### src/rtl/bcd_counter_arbiter.sv
// Two-requester round-robin arbiter owning a single BCD step counter and
// its seven-segment display.
// Ports:
//   CLK, reset_n           clock, async active-low reset
//   req_a_valid/op/ready   requester A handshake (op: 00 hold, 01 +1, 10 +2, 11 -1)
//   req_b_valid/op/ready   requester B handshake, same encoding
//   grant                  one-hot owner of the op in EXEC (bit0 = A, bit1 = B)
//   busy                   high while in EXEC or HOLD
//   count                  current BCD digit 0..9
//   HEX0                   count as active-low segments {g,f,e,d,c,b,a}
module bcd_counter_arbiter #(
  parameter int unsigned HOLDOFF = 2
) (
  input  logic       CLK,
  input  logic       reset_n,
  input  logic       req_a_valid,
  input  logic [1:0] req_a_op,
  output logic       req_a_ready,
  input  logic       req_b_valid,
  input  logic [1:0] req_b_op,
  output logic       req_b_ready,
  output logic [1:0] grant,
  output logic       busy,
  output logic [3:0] count,
  output logic [6:0] HEX0
);

  localparam int unsigned CW = 4;
  localparam int unsigned HW = 4;
  localparam int unsigned OW = 2;
  localparam int unsigned SW = 7;

  typedef enum logic [1:0] {IDLE, EXEC, HOLD} state_t;

  state_t          state, state_d;
  logic [OW-1:0]   op, op_d;
  logic [1:0]      grant_d;
  logic            last_b, last_b_d;
  logic [CW-1:0]   count_d;
  logic [HW-1:0]   hold_cnt, hold_d;
  logic            busy_d;
  logic [SW-1:0]   hex_d;
  logic            sel_a, sel_b;

  // Modulo-10 step of a BCD digit.
  function automatic logic [CW-1:0] step(input logic [CW-1:0] c, input logic [OW-1:0] o);
    case (o)
      2'b01:   step = (c == CW'(9)) ? CW'(0) : c + CW'(1);
      2'b10:   step = (c >= CW'(8)) ? c - CW'(8) : c + CW'(2);
      2'b11:   step = (c == CW'(0)) ? CW'(9) : c - CW'(1);
      default: step = c;
    endcase
  endfunction

  // Active-low seven-segment decode; non-BCD codes blank the digit.
  function automatic logic [SW-1:0] seg(input logic [CW-1:0] d);
    case (d)
      4'd0:    seg = 7'b1000000;
      4'd1:    seg = 7'b1111001;
      4'd2:    seg = 7'b0100100;
      4'd3:    seg = 7'b0110000;
      4'd4:    seg = 7'b0011001;
      4'd5:    seg = 7'b0010010;
      4'd6:    seg = 7'b0000010;
      4'd7:    seg = 7'b1111000;
      4'd8:    seg = 7'b0000000;
      4'd9:    seg = 7'b0010000;
      default: seg = 7'b1111111;
    endcase
  endfunction

  // Round-robin selection: on a tie the requester not granted last wins.
  always_comb begin
    sel_a       = req_a_valid & (~req_b_valid | last_b);
    sel_b       = req_b_valid & (~req_a_valid | ~last_b);
    req_a_ready = reset_n & (state == IDLE) & sel_a;
    req_b_ready = reset_n & (state == IDLE) & sel_b;
  end

  // Next-state and next-register values.
  always_comb begin
    state_d  = state;
    op_d     = op;
    grant_d  = grant;
    last_b_d = last_b;
    count_d  = count;
    hold_d   = hold_cnt;
    case (state)
      IDLE: begin
        if (req_a_ready && req_a_valid) begin
          op_d     = req_a_op;
          grant_d  = 2'b01;
          last_b_d = 1'b0;
          state_d  = EXEC;
        end else if (req_b_ready && req_b_valid) begin
          op_d     = req_b_op;
          grant_d  = 2'b10;
          last_b_d = 1'b1;
          state_d  = EXEC;
        end
      end
      EXEC: begin
        count_d = step(count, op);
        grant_d = 2'b00;
        if (HOLDOFF > 0) begin
          state_d = HOLD;
          hold_d  = HW'(HOLDOFF);
        end else begin
          state_d = IDLE;
        end
      end
      HOLD: begin
        // Last hold cycle is the one that sees the counter at 1.
        if (hold_cnt <= HW'(1)) begin
          state_d = IDLE;
          hold_d  = '0;
        end else begin
          hold_d = hold_cnt - HW'(1);
        end
      end
      default: state_d = IDLE;
    endcase
    busy_d = (state_d != IDLE);
    hex_d  = seg(count_d);
  end

  // State and output registers.
  always_ff @(posedge CLK or negedge reset_n) begin
    if (!reset_n) begin
      state    <= IDLE;
      op       <= '0;
      grant    <= '0;
      last_b   <= 1'b1;
      count    <= '0;
      hold_cnt <= '0;
      busy     <= 1'b0;
      HEX0     <= seg(CW'(0));
    end else begin
      state    <= state_d;
      op       <= op_d;
      grant    <= grant_d;
      last_b   <= last_b_d;
      count    <= count_d;
      hold_cnt <= hold_d;
      busy     <= busy_d;
      HEX0     <= hex_d;
    end
  end

endmodule

### config.mk
export PLATFORM = sky130hd
export DESIGN_NAME = bcd_counter_arbiter
export DESIGN_NICKNAME = d
export VERILOG_FILES = /design/src/rtl/bcd_counter_arbiter.sv
export SDC_FILE = /design/constraint.sdc
export NUM_CORES = 1
export LEC_CHECK = 0
export ABC_AREA = 1
export CAP_MARGIN = 5
export CORE_MARGIN = 5
export CORE_UTILIZATION = 60
export DETAILED_ROUTE_END_ITERATION = 6
export DONT_BUFFER_PORTS = 1
export PLACE_DENSITY = 0.78
export RECOVER_POWER = 100
export SYNTH_ARGS = -nofsm -noshare
export SYNTH_HDL_FRONTEND = slang
export SYNTH_SLANG_ARGS = --single-unit
### constraint.sdc
create_clock -name CLK -period 5.25 [get_ports CLK]
set_input_delay 0.7875 -clock CLK [delete_from_list [all_inputs] [get_ports CLK]]
set_output_delay 0.7875 -clock CLK [all_outputs]
set_load 0.02 [all_outputs]
==> out/qor.csv <==
stage,metric,value,unit
clock_tree,htree_levels,1,
sta,setup_viol,0,
detailed_routing,drtAntennaViolNets,0,
synthesis,synth_top_area_share,36.55,%
synthesis,syn-num-nets,206,
clock_tree,clk_path_buf_depth,2,
pwr,p_per_area,703.5,nW/um2
synthesis,synth_area_leader_cell,dfrtp_1,
pwr,leakagePower,0.8120,nW
synthesis,ys.flop_type,dfrtp_1,
synthesis,synth_area,1438,um2
hold_path,hp-class,in2async,
layout,area_growth,2.089,%
worst_setup_path,setup.worst_path.start,state[0],
floorplan,io_pins,24,
clock_tree,insertion_delay,0.30,ns
sta,final.setup.tns,0,ns
sta,skew,0.005646,ns
synthesis,synth_edf_count,0,
detailed_routing,drc,0,
worst_setup_path,path_max_fanout,5,
floorplan,die_w,58.95,um
worst_setup_path,r2r_end,HEX0[2],
grt,antenna_found_initial,0,
sta,fin_crit,2.361,ns
synthesis,synthTopCellsByArea,"dfrtp_1 (37%), ha_1 (12%), nand2_1 (11%)",
layout,drive_gt1_share,5.405,%
grt,overflow,0,
detailed_routing,vias_per_cell,5.638,
sta,drv_slew,0,
sta,fmax,423.5,MHz
clock_tree,cts_tree,yes,
pwr,power,1.032,mW
sta,fin_crit_sh,44.97,%
floorplan,initial_core_util,63.76,%
worst_setup_path,worstSetupEndpoint,req_a_ready,
placed_design,place.gp.congestion,0.8687,
floorplan,rows,17,
grt,track_usage,18.29,%
floorplan,die_area,3475,um2
sta,slew_headroom,67.66,%
worst_setup_path,required,4.46,ns
outcome,outcome,"finished, final reports clean",
synthesis,ys_types,25,
clock_tree,hold_buffers,0,
clock_tree,post_cts_buffers,0,
floorplan,die_h,58.95,um
layout,nets,208,
worst_setup_path,end_kind,output port,
worst_setup_path,path_class,reg2out,
synthesis,seq_area_frac_synth,40.21,%
synthesis,yosysMostFrequentCell,nand2_1,
detailed_routing,via_count,1201,
synthesis,netlist_top_cells_count,"nand2_1 (44), inv_1 (30), nand3_1 (24)",
sta,tightest_slew,0.4851,ns
detailed_routing,wire_per_inst,13.35,um
run,cap_violations,0,
placed_design,io_buffer_count,0,
synthesis,syn_area_per_cell,7.813,um2
grt,first_global_vias,1167,
clock_tree,cts-root-buf,clkbuf_4,
detailed_routing,wl,2843,um
pwr,peakVddDrop,0.4890,mV
sta,hold_viol,0,
worst_setup_path,crit_path_start_kind,register,
worst_setup_path,reg2reg_from,count[1],
grt,grt_max_degree,25,
clock_tree,cts_sinks,23,
worst_setup_path,r2r_slack,2.99,ns
synthesis,ys_ff_latch,23,
synthesis,syn_inst,184,
grt,grt_pass1_wl,5002,um
sta,rsz0062_at_grt,no,
detailed_routing,drt_first_pass_iters,4,
clock_tree,ctsResizeCount,0,
clock_tree,clk_pin_slew,0.12,ns
worst_setup_path,arrival,1.57,ns
layout,n_antenna_cell,0,
floorplan,coreArea,2255,um2
layout,nFillCells,201,
detailed_routing,drt-initial-drc-count,75,
clock_tree,cts_made_buffers,3,
synthesis,ys_warn_count,0,
placed_design,dp_hpwl,2206,um
synthesis,synth-async-reset-ratio,100.0,%
worst_setup_path,worst_r2r_path_depth,8,
-- report_power, final --
part	internal, mW	total [mW]	switching, mW
combinational	0.183	0.540	0.357
clock	0.0296	0.0784	0.0488
sequential	0.267	0.414	0.147
-- worst max-delay path: stages (launching register included) --
cell and delay (ns):
dfrtp_1 0.43, inv_1 0.10, ha_1 0.22, nand2_1 0.07
inv_1 0.07, nand3_1 0.14, inv_1 0.26
-- cells by family after synthesis --
kind of cell | count (synthesis) | synth area share, %
flops | 23 | 40.21
buf+inv | 36 | 9.747
compound gates | 21 | 8.963
fa+ha+maj | 14 | 12.18
xor+xnor | 4 | 2.437
simple gates | 86 | 26.46
-- cell usage in the layout (no fill, tap or decap), drive strengths merged --
master / n
ha: 14
nand4: 1
nor2: 11
a22oi: 2
a21boi: 1
o22ai: 2
xor2: 4
o211ai: 2
a31oi: 2
dfstp: 2
a21oi: 4
inv: 33
clkbuf: 4
nand2: 48
o21a: 1
nand3: 26
dfrtp: 21
o21ai: 7
-- layout make-up --
cell class | count | area, um2 | share of cell area [%]
clock buffer | 4 | 26.28 | 1.790
inverter | 33 | 123.9 | 8.440
multi-input combinational | 125 | 704.4 | 48.00
sequential | 23 | 578.1 | 39.39
tap | 28 | 35.03 | 2.387
-- stage by stage --
stage	util, %	worst slack (ns)	std cells	cell area (um2)	hold slack, ns
floorplan	-	3.258	184	1438	0.4618
global placement	64.59	3.219	209	1456	0.4801
detailed placement	64.59	3.159	209	1456	0.4888
CTS	65.76	2.873	213	1483	0.1584
global route	65.09	2.741	213	1468	0.1306
finish	65.09	2.889	213	1468	0.1577
-- registers in the layout, summed over array words and instances (netlist names) --
| register | flops |
|---|---|
| op | 2 |
| state | 2 |
| HEX0 | 7 |
| count | 4 |
| last_b | 1 |
| hold_cnt | 4 |
| busy | 1 |
| grant | 2 |
-- how the worst min path moves through the flow --
stage / startpoint / to / slack [ns] / cells past startpoint
2_1_floorplan: last_b / last_b / 0.46 / 2
3_5_place_dp: reset_n / hold_cnt[2] / 0.49 / 0
5_1_grt: reset_n / count[3] / 0.13 / 0
6_report: reset_n / count[3] / 0.16 / 0
4_1_cts: reset_n / count[3] / 0.16 / 0
3_3_place_gp: last_b / last_b / 0.48 / 2
-- per-layer routing --
layer,up-vias,track usage (%),wire length [um],share of wire [%]
met4,0,6.796,43,1.5
li1,585,-,-,-
met5,-,0,0,0
met2,44,29.65,1338,47
met3,7,4.825,228,8.0
met1,565,23.31,1233,43
(Power assumes the default switching activity.)
